File: src/rtl/nist_bitstream_gen_pkg.sv
// Shared mode codes, FSM state type and LFSR constants for the NIST test-bit generator.
package nist_bitstream_gen_pkg;

    localparam logic [2:0] MODE_ZERO = 3'd0;
    localparam logic [2:0] MODE_ONE  = 3'd1;
    localparam logic [2:0] MODE_ALT  = 3'd2;
    localparam logic [2:0] MODE_LFSR = 3'd3;
    localparam logic [2:0] MODE_BIAS = 3'd4;

    localparam logic [15:0] LFSR_RST_SEED = 16'hACE1;
    // Feedback taps at bits 0, 2, 3 and 5 of the right-shifting register
    localparam logic [15:0] LFSR_TAPS = 16'h002D;

    typedef enum logic [1:0] {
        S_IDLE,
        S_RUN,
        S_DONE
    } state_t;

    // The all-zero state locks the LFSR, so it is swapped for the reset seed.
    function automatic logic [15:0] effective_seed(input logic [15:0] seed);
        return (seed == 16'h0000) ? LFSR_RST_SEED : seed;
    endfunction

endpackage

File: src/rtl/nist_bitstream_gen_if.sv
// Control and serial-output bundle between a frame requester and the bit generator.
interface nist_bitstream_gen_if #(
    parameter int unsigned SEQ_LEN = 128
);
    localparam int unsigned CNT_W = $clog2(SEQ_LEN + 1);

    logic             start;
    logic             abort;
    logic [2:0]       mode;
    logic [15:0]      seed;
    logic             rnd_out;
    logic             rnd_valid;
    logic             busy;
    logic             done;
    logic [CNT_W-1:0] ones_cnt;

    modport master (
        output start, abort, mode, seed,
        input  rnd_out, rnd_valid, busy, done, ones_cnt
    );

    modport slave (
        input  start, abort, mode, seed,
        output rnd_out, rnd_valid, busy, done, ones_cnt
    );

endinterface

File: src/rtl/nist_bitstream_gen_lfsr16.sv
// 16-bit Fibonacci LFSR (x^16+x^14+x^13+x^11+1), right shift with feedback into bit 15.
module nist_bitstream_gen_lfsr16
    import nist_bitstream_gen_pkg::*;
(
    input  logic        clk,
    input  logic        rst,
    input  logic        load,
    input  logic [15:0] seed,
    input  logic        step,
    output logic [15:0] q
);

    always_ff @(posedge clk or posedge rst) begin
        if (rst) begin
            q <= LFSR_RST_SEED;
        end else if (load) begin
            q <= seed;
        end else if (step) begin
            q <= {^(q & LFSR_TAPS), q[15:1]};
        end
    end

endmodule

File: src/rtl/nist_bitstream_gen.sv
// Framed test-bit source: emits SEQ_LEN bits of a selected stream and counts the ones sent.
module nist_bitstream_gen
    import nist_bitstream_gen_pkg::*;
#(
    parameter int unsigned SEQ_LEN = 128
) (
    input  logic                clk,
    input  logic                rst,
    nist_bitstream_gen_if.slave bus
);

    localparam int unsigned      CNT_W    = $clog2(SEQ_LEN + 1);
    localparam logic [CNT_W-1:0] LAST_IDX = CNT_W'(SEQ_LEN - 1);

    state_t           state;
    logic [2:0]       mode_q;
    logic [CNT_W-1:0] idx_q;
    logic [CNT_W-1:0] ones_q;
    logic             rnd_valid_q;
    logic             busy_q;
    logic             done_q;
    logic [15:0]      lfsr_q;
    logic [15:0]      lfsr_seed;
    logic             lfsr_step;
    logic             start_ok;
    logic             bit_sel;
    logic             unused_lfsr;

    // Abort outranks start when both arrive in IDLE.
    assign start_ok  = (state == S_IDLE) && bus.start && !bus.abort;
    assign lfsr_seed = effective_seed(bus.seed);
    assign lfsr_step = (state == S_RUN);

    nist_bitstream_gen_lfsr16 u_lfsr (
        .clk  (clk),
        .rst  (rst),
        .load (start_ok),
        .seed (lfsr_seed),
        .step (lfsr_step),
        .q    (lfsr_q)
    );

    assign unused_lfsr = ^lfsr_q[15:2];

    always_comb begin
        bit_sel = 1'b0;
        case (mode_q)
            MODE_ONE:  bit_sel = 1'b1;
            MODE_ALT:  bit_sel = idx_q[0];
            MODE_LFSR: bit_sel = lfsr_q[0];
            MODE_BIAS: bit_sel = lfsr_q[0] & lfsr_q[1];
            default:   bit_sel = 1'b0;
        endcase
    end

    always_ff @(posedge clk or posedge rst) begin
        if (rst) begin
            state       <= S_IDLE;
            mode_q      <= MODE_ZERO;
            idx_q       <= '0;
            ones_q      <= '0;
            rnd_valid_q <= 1'b0;
            busy_q      <= 1'b0;
            done_q      <= 1'b0;
        end else begin
            case (state)
                S_IDLE: begin
                    if (start_ok) begin
                        state       <= S_RUN;
                        mode_q      <= bus.mode;
                        idx_q       <= '0;
                        ones_q      <= '0;
                        rnd_valid_q <= 1'b1;
                        busy_q      <= 1'b1;
                    end
                end
                S_RUN: begin
                    // The bit on the line this cycle is counted even when aborting.
                    ones_q <= ones_q + CNT_W'(bit_sel);
                    idx_q  <= idx_q + CNT_W'(1);
                    if (bus.abort || (idx_q == LAST_IDX)) begin
                        state       <= bus.abort ? S_IDLE : S_DONE;
                        rnd_valid_q <= 1'b0;
                        busy_q      <= 1'b0;
                        done_q      <= !bus.abort;
                    end
                end
                S_DONE: begin
                    state  <= S_IDLE;
                    done_q <= 1'b0;
                end
                default: begin
                    state       <= S_IDLE;
                    rnd_valid_q <= 1'b0;
                    busy_q      <= 1'b0;
                    done_q      <= 1'b0;
                end
            endcase
        end
    end

    assign bus.rnd_out   = rnd_valid_q & bit_sel;
    assign bus.rnd_valid = rnd_valid_q;
    assign bus.busy      = busy_q;
    assign bus.done      = done_q;
    assign bus.ones_cnt  = ones_q;

endmodule

File: src/flat_wrapper.sv
// flat-port wrapper written by rule: the top's interface ports become plain ports
module nist_bitstream_gen_flat import nist_bitstream_gen_pkg::*;
#(
    parameter int unsigned SEQ_LEN = 128
)
  (clk, rst, bus_start, bus_abort, bus_mode, bus_seed, bus_rnd_out, bus_rnd_valid, bus_busy, bus_done, bus_ones_cnt);
  nist_bitstream_gen_if #(.SEQ_LEN(SEQ_LEN)) bus_i ();
  input  logic clk;
  input  logic rst;
  input wire logic [$bits(bus_i.start)-1:0] bus_start;
  input wire logic [$bits(bus_i.abort)-1:0] bus_abort;
  input wire logic [$bits(bus_i.mode)-1:0] bus_mode;
  input wire logic [$bits(bus_i.seed)-1:0] bus_seed;
  output wire logic [$bits(bus_i.rnd_out)-1:0] bus_rnd_out;
  output wire logic [$bits(bus_i.rnd_valid)-1:0] bus_rnd_valid;
  output wire logic [$bits(bus_i.busy)-1:0] bus_busy;
  output wire logic [$bits(bus_i.done)-1:0] bus_done;
  output wire logic [$bits(bus_i.ones_cnt)-1:0] bus_ones_cnt;
  assign bus_i.start = bus_start;
  assign bus_i.abort = bus_abort;
  assign bus_i.mode = bus_mode;
  assign bus_i.seed = bus_seed;
  assign bus_rnd_out = bus_i.rnd_out;
  assign bus_rnd_valid = bus_i.rnd_valid;
  assign bus_busy = bus_i.busy;
  assign bus_done = bus_i.done;
  assign bus_ones_cnt = bus_i.ones_cnt;
  nist_bitstream_gen #(.SEQ_LEN(SEQ_LEN)) u_core (.clk(clk), .rst(rst), .bus(bus_i));
endmodule
File: config.mk
export PLATFORM = sky130hd
export DESIGN_NAME = nist_bitstream_gen_flat
export DESIGN_NICKNAME = d
export VERILOG_FILES = /design/src/rtl/nist_bitstream_gen_pkg.sv /design/src/rtl/nist_bitstream_gen_if.sv /design/src/rtl/nist_bitstream_gen_lfsr16.sv /design/src/rtl/nist_bitstream_gen.sv /design/src/flat_wrapper.sv
export SDC_FILE = /design/constraint.sdc
export NUM_CORES = 1
export LEC_CHECK = 0
export CORE_UTILIZATION = 40
export CTS_BUF_LIST = sky130_fd_sc_hd__clkbuf_16
export DETAILED_ROUTE_END_ITERATION = 10
export PLACE_DENSITY = 0.73
export SYNTH_ARGS = -nofsm -noshare
export SYNTH_HDL_FRONTEND = slang
export SYNTH_HIERARCHICAL = 1
export SYNTH_SLANG_ARGS = --single-unit
File: constraint.sdc
create_clock -name clk -period 1.9 [get_ports clk]
set_clock_uncertainty 0.1 [all_clocks]
set_input_delay 0.19 -clock clk [delete_from_list [all_inputs] [get_ports clk]]
set_output_delay 0.19 -clock clk [all_outputs]
set_load 0.01 [all_outputs]
==> results of run 1 <==
per-layer routing:
layer	GRT usage (%)	part of all wire, %	up-vias
met5	0	0	-
met4	4.32	0.38	0
met3	2.81	2.2	2
met2	26.3	50	23
met1	23.0	47	833
li1	-	-	826
through the flow:
stage	TNS (ns)	area (µm²)	setup slack, ns	utilization, %	total power (W)
after floorplan	-0.00204	2150	-0.00204	-	0.00173
after global placement	-0.0504	2570	-0.0504	50.0	0.00199
after detailed placement	-0.116	2570	-0.110	50.0	0.00202
after CTS	-0.0430	2740	-0.0430	53.4	0.00281
after global routing	-0.425	2750	-0.154	53.5	0.00298
final	-0.0512	2750	-0.0512	53.5	0.00279
area by class of cell:
cell class | count | area [µm²] | area share, %
Timing Repair Buffer | 47 | 470 | 17.1
Tap cell | 70 | 87.6 | 3.19
Clock buffer | 5 | 125 | 4.55
Clock inverter | 2 | 7.51 | 0.273
Sequential cell | 39 | 986 | 35.9
Inverter | 4 | 20.0 | 0.728
Multi-Input combinational cell | 155 | 1050 | 38.3
power breakdown:
part	switching (W)	internal, W
sequential	0.000184	0.00108
clock	0.000292	0.000469
combinational	0.000352	0.000414
cells in the mapped netlist, drive strengths merged:
cell type and number:
buf 10, a221oi 1, a41oi 1, and3 2, xnor2 1, a21oi 3, nand2 43, nand4 3
a31o 1, o31ai 2, nor3b 1, dfstp 8, xor2 4, ha 3, a22o 1, or3 1
nor4 6, nor2b 2, inv 4, o22ai 1, and3b 1, o311ai 1, nor2 2, or4 1
mux2i 21, clkbuf 9, dfrtp 31, a31oi 1, nand2b 11, or4b 1, o21ai 19, o211ai 1
nor4b 1, mux2 2, o41ai 1, nand4b 1, nand3 15
cell families (layout without fill, tap and decap cells):
group	count (synthesis)	count (layout)	synth area share, %
flops	39	39	46.0
mux	23	23	10.9
fa+ha+maj	3	3	1.75
buf+inv	23	58	6.65
simple gates	91	91	23.0
xor+xnor	5	5	2.04
compound gates	33	33	9.74
worst max-delay path, cell delays in order, from the launching register on:
cell and delay, ns:
dfstp_2 0.54, nand2_2 0.06, o31ai_2 0.19, nor2b_2 0.18, ha_2 0.20, ha_4 0.16
nand3_2 0.08, or3_1 0.32, nand3_1 0.07
flip-flops by register name, summed over array words and instances (netlist names):
name                 flops
u_core/bus.busy          1
u_core/bus.done          1
u_core/bus.ones_cnt      8
u_core/idx_q             8
u_core/mode_q            3
u_core/state             2
u_core/u_lfsr/q         16
how the worst max path moves through the flow:
stage / to / slack [ns] / startpoint / depth (start not counted)
floorplan: u_core/bus.ones_cnt[4] / -0.002 / u_core/u_lfsr/q[0] / 8
global placement: u_core/bus.ones_cnt[4] / -0.05 / u_core/u_lfsr/q[0] / 8
detailed placement: u_core/bus.ones_cnt[4] / -0.11 / u_core/u_lfsr/q[0] / 8
CTS: u_core/bus.ones_cnt[4] / -0.04 / u_core/u_lfsr/q[0] / 8
global route: u_core/bus.ones_cnt[4] / -0.15 / u_core/u_lfsr/q[0] / 8
finish: u_core/bus.ones_cnt[4] / -0.05 / u_core/u_lfsr/q[0] / 8
what timing repair did:
| action | CTS | global route |
|---|---|---|
| hold endpoints to repair | 0 | 0 |
| resized for setup | 7 | 3 |
| cloned | 0 | 0 |
| buffers inserted | 1 | 1 |
| setup endpoints to repair | 3 | 6 |
| pin swaps | 0 | 1 |
==> flow_metrics.tcl, run 1 <==
set metrics [dict create \
    fin_crit_ns 1.95 \
    grt_pass1_wl_mm 7.02 \
    ys_ff_latch 39 \
    port_buffers 34 \
    layout_commonest_cell "nand2_1" \
    ys_warn_count 6 \
    reg2reg_to "u_core/bus.ones_cnt[4]" \
    cts_sinks 39 \
    fin_nets 278 \
    mostFrequentLayoutCells "42 x nand2_1, 33 x clkdlybuf4s50_1, 31 x dfrtp_1, 21 x mux2i_1, 11 x nand2b_1" \
    dpl.hpwl_mm 2.99 \
    slew_headroom_pct 62.1 \
    yosysSeqAreaShare_pct 46.0 \
    power_density_nw_per_um2 1020 \
    syn_area_um2 2140 \
    period_share_pct 103 \
    cp.arrival_ns 2.06 \
    grt_usage_pct 16.4 \
    place_congestion 0.762 \
    rows 26 \
    coreArea_um2 5140 \
    syn_to_final_growth_pct 28.2 \
    fillCellCount 489 \
    vias 1684 \
    r2r_cells 8 \
    synth_top_area_share_pct 36.2 \
    r2r_slack_ns -0.05 \
    cp.required_ns 2.01 \
    diodes 0 \
    cts_tree "built" \
    place_inst 313 \
    syn_inst 217 \
    drt-pass1-iter-count 4 \
    clkTransAtPathRegs_ns 0.06 \
    start_util_pct 41.7 \
    start_kind "flop" \
    fin_cells 322 \
    die_y_um 75.2 \
    final.setup.worst_slack_ns -0.0512 \
    timing.hold.ws_ns 0.198 \
    worstSkewPairLatency_ns 0.28 \
    wl_per_cell_um 13.1 \
    yosysUniqueCellTypes 44 \
    finalSetupViolCount 1 \
    status "finished with violations" \
    syn_nets 243 \
    cts_buffers 5 \
    report.final.hold_viol_count 0 \
    overflow 0 \
    io_pins 35 \
    die-area_um2 5660 \
    worstSetupPathType "reg -> reg" \
    root_buffer "clkbuf_16" \
    r2r-start "u_core/u_lfsr/q[0]" \
    worstPathMaxFanout 5 \
    maxCapViolCount 0 \
    drtIter0Drc 144 \
    syn_avg_cell_area_um2 9.88 \
    crit_path_end_kind "flop" \
    yosysTopAreaCell "dfrtp_1" \
    routed_via_density 5.23 \
    tightestPinTransition_ns 0.568 \
    grt_pass1_vias 1503 \
    holdBufCountCts 0 \
    drt_wl_total_mm 4.23 \
    antenna_left 0 \
    htree_levels 2 \
    die_width_um 75.2 \
    drive_gt1_share_pct 19.4 \
    leakagePower_nw 1.18 \
    grt_max_degree 29 \
    rsz0062_at_grt "yes" \
    synth.area.top_cells "dfrtp_1 36%, dfstp_2 9.8%, mux2i_1 9.8%" \
    drc_errors 0 \
    ctsLongestPathBuffers 2 \
    hold_path.class "in -> async" \
    max_freq_mhz 513 \
    slew_violations 0 \
    ir_drop_v 0.000422 \
    antenna_found_initial 0 \
    violations "setup timing" \
]
No activity file was read; power rests on OpenSTA's default activity.
==> run 2, diff against run 1 <==
--- a/config.mk
+++ b/config.mk
@@ -5,6 +5,8 @@
 export SDC_FILE = /design/constraint.sdc
 export NUM_CORES = 1
 export LEC_CHECK = 0
+export CAP_MARGIN = 25
+export CORE_ASPECT_RATIO = 0.6
 export CORE_UTILIZATION = 40
 export CTS_BUF_LIST = sky130_fd_sc_hd__clkbuf_16
 export DETAILED_ROUTE_END_ITERATION = 10
==> flow_metrics.tcl, run 2 (synthesis gave the netlist of run 1 again) <==
set metrics [dict create \
    tightestPinTransition_ns 0.630 \
    max_freq_mhz 516 \
    crit_path_end_kind "primary output" \
    vias 1661 \
    start_util_pct 42.0 \
    clkTransAtPathRegs_ns 0.06 \
    routed_via_density 5.17 \
    grt_usage_pct 17.2 \
    cp.arrival_ns 1.65 \
    maxCapViolCount 0 \
    die_width_um 96.5 \
    post_cts_buffers 0 \
    port_buffers 34 \
    r2r_cells 8 \
    r2r_slack_ns -0.04 \
    mostFrequentLayoutCells "42 x nand2_1, 33 x clkdlybuf4s50_1, 30 x dfrtp_1, 21 x mux2i_1" \
    io_pins 35 \
    drt-pass1-iter-count 4 \
    dpl.hpwl_mm 3.19 \
    drtIter0Drc 51 \
    layout_commonest_cell "nand2_1" \
    worstSkewPairLatency_ns 0.27 \
    worstPathMaxFanout 3 \
    place_ws_ns -0.117 \
    final.setup.worst_slack_ns -0.0378 \
    violations "setup timing" \
    ctsLongestPathBuffers 2 \
    timing.hold.ws_ns 0.194 \
    ir_drop_v 0.000426 \
    drc_errors 0 \
    placed_area_um2 2610 \
    grt_pass1_vias 1549 \
    rsz0062_at_grt "yes" \
    slew_violations 0 \
    worstSetupPathType "reg -> out" \
    die-area_um2 5670 \
    root_buffer "clkbuf_16" \
    start_kind "flop" \
    place_congestion 0.755 \
    postLayoutCellArea_um2 2820 \
    slowest_delay_ns 0.38 \
    power_density_nw_per_um2 1060 \
    status "finished with violations" \
    hold_path.class "in -> async" \
    cpLargestDelayFamily "simple AND/OR/NAND/NOR gates" \
    regMostFlops "u_core/u_lfsr/q" \
    cts_buffers 5 \
    antenna_found_initial 0 \
    slew_headroom_pct 57.9 \
    die_y_um 58.7 \
    htree_levels 2 \
    finalSetupViolCount 2 \
    overflow 0 \
    wl_per_cell_um 13.9 \
    drive_gt1_share_pct 20.8 \
    rows 20 \
    period_share_pct 102 \
    holdBufCountCts 0 \
    worstPathCellList "nand2b_1, a221oi_2, and3b_1, dlygate4sd2_1" \
    reg2reg_to "u_core/bus.ones_cnt[4]" \
    grt_max_degree 26 \
    fin_crit_ns 1.94 \
    fin_nets 280 \
    syn_to_final_growth_pct 31.3 \
    report.final.hold_viol_count 0 \
    antenna_left 0 \
    leakagePower_nw 1.21 \
    r2r-start "u_core/u_lfsr/q[0]" \
    cts_tree "built" \
    drt_wl_total_mm 4.45 \
    cts_sinks 39 \
    diodes 0 \
    critPathBufInv 1 \
    coreArea_um2 5100 \
    cp.required_ns 1.61 \
    largest_reg_flops 16 \
    crit_slowest_cell "dfstp_2" \
    grt_pass1_wl_mm 7.38 \
]
==> run 2: worst max-delay path by stage <==
stage                       startpoint                endpoint  slack (ns)  cells after the start
floorplan           u_core/u_lfsr/q[0]  u_core/bus.ones_cnt[4]      -0.002                      8
global placement    u_core/u_lfsr/q[0]  u_core/bus.ones_cnt[4]       -0.06                      8
detailed placement  u_core/u_lfsr/q[0]  u_core/bus.ones_cnt[4]       -0.12                      8
CTS                 u_core/u_lfsr/q[0]  u_core/bus.ones_cnt[4]       -0.05                      8
global route        u_core/u_lfsr/q[0]  u_core/bus.ones_cnt[4]       -0.15                      8
finish              u_core/u_lfsr/q[0]             bus_rnd_out       -0.04                      4
==> run 2: final cells by class <==
class | count | area, µm²
Sequential cell | 39 | 987
Tap cell | 66 | 82.6
Timing Repair Buffer | 49 | 502
Fill cell | 462 | 2290
Multi-Input combinational cell | 155 | 1060
Clock buffer | 5 | 125
Clock inverter | 3 | 38.8
Inverter | 4 | 20.0
==> run 2: tightest hold or removal path: stages <==
cell             delay (ns)
clkdlybuf4s50_1        0.42
inv_1                  0.06
buf_4                  0.29
==> run 2: metal layers <==
| metal | wire [µm] | global-route usage [%] | vias up |
|---|---|---|---|
| met5 | 0 | 0 | - |
| met4 | 34 | 5.04 | 0 |
| met3 | 140 | 3.88 | 4 |
| met2 | 1830 | 22.8 | 20 |
| met1 | 2450 | 27.3 | 805 |
| li1 | - | - | 832 |
==> run 2: report_power, final <==
group / total (W) / switching, W / internal, W
clock: 0.000923 / 0.000311 / 0.000612
sequential: 0.00128 / 0.000194 / 0.00108
combinational: 0.000798 / 0.000372 / 0.000426
==> run 2: per-stage QoR <==
step	std cells	setup TNS, ns	power [W]	utilization [%]
floorplan	217	-0.00204	0.00173	-
global placement	313	-0.0579	0.00202	51.1
detailed placement	313	-0.129	0.00204	51.1
CTS	321	-0.0474	0.00301	54.9
global route	321	-0.523	0.00318	55.2
finish	321	-0.0740	0.00300	55.2
==> run 2: repair_timing <==
action / in CTS / in global routing
gates resized for setup: 7 / 3
setup endpoints to repair: 5 / 7
pin swaps: 0 / 1
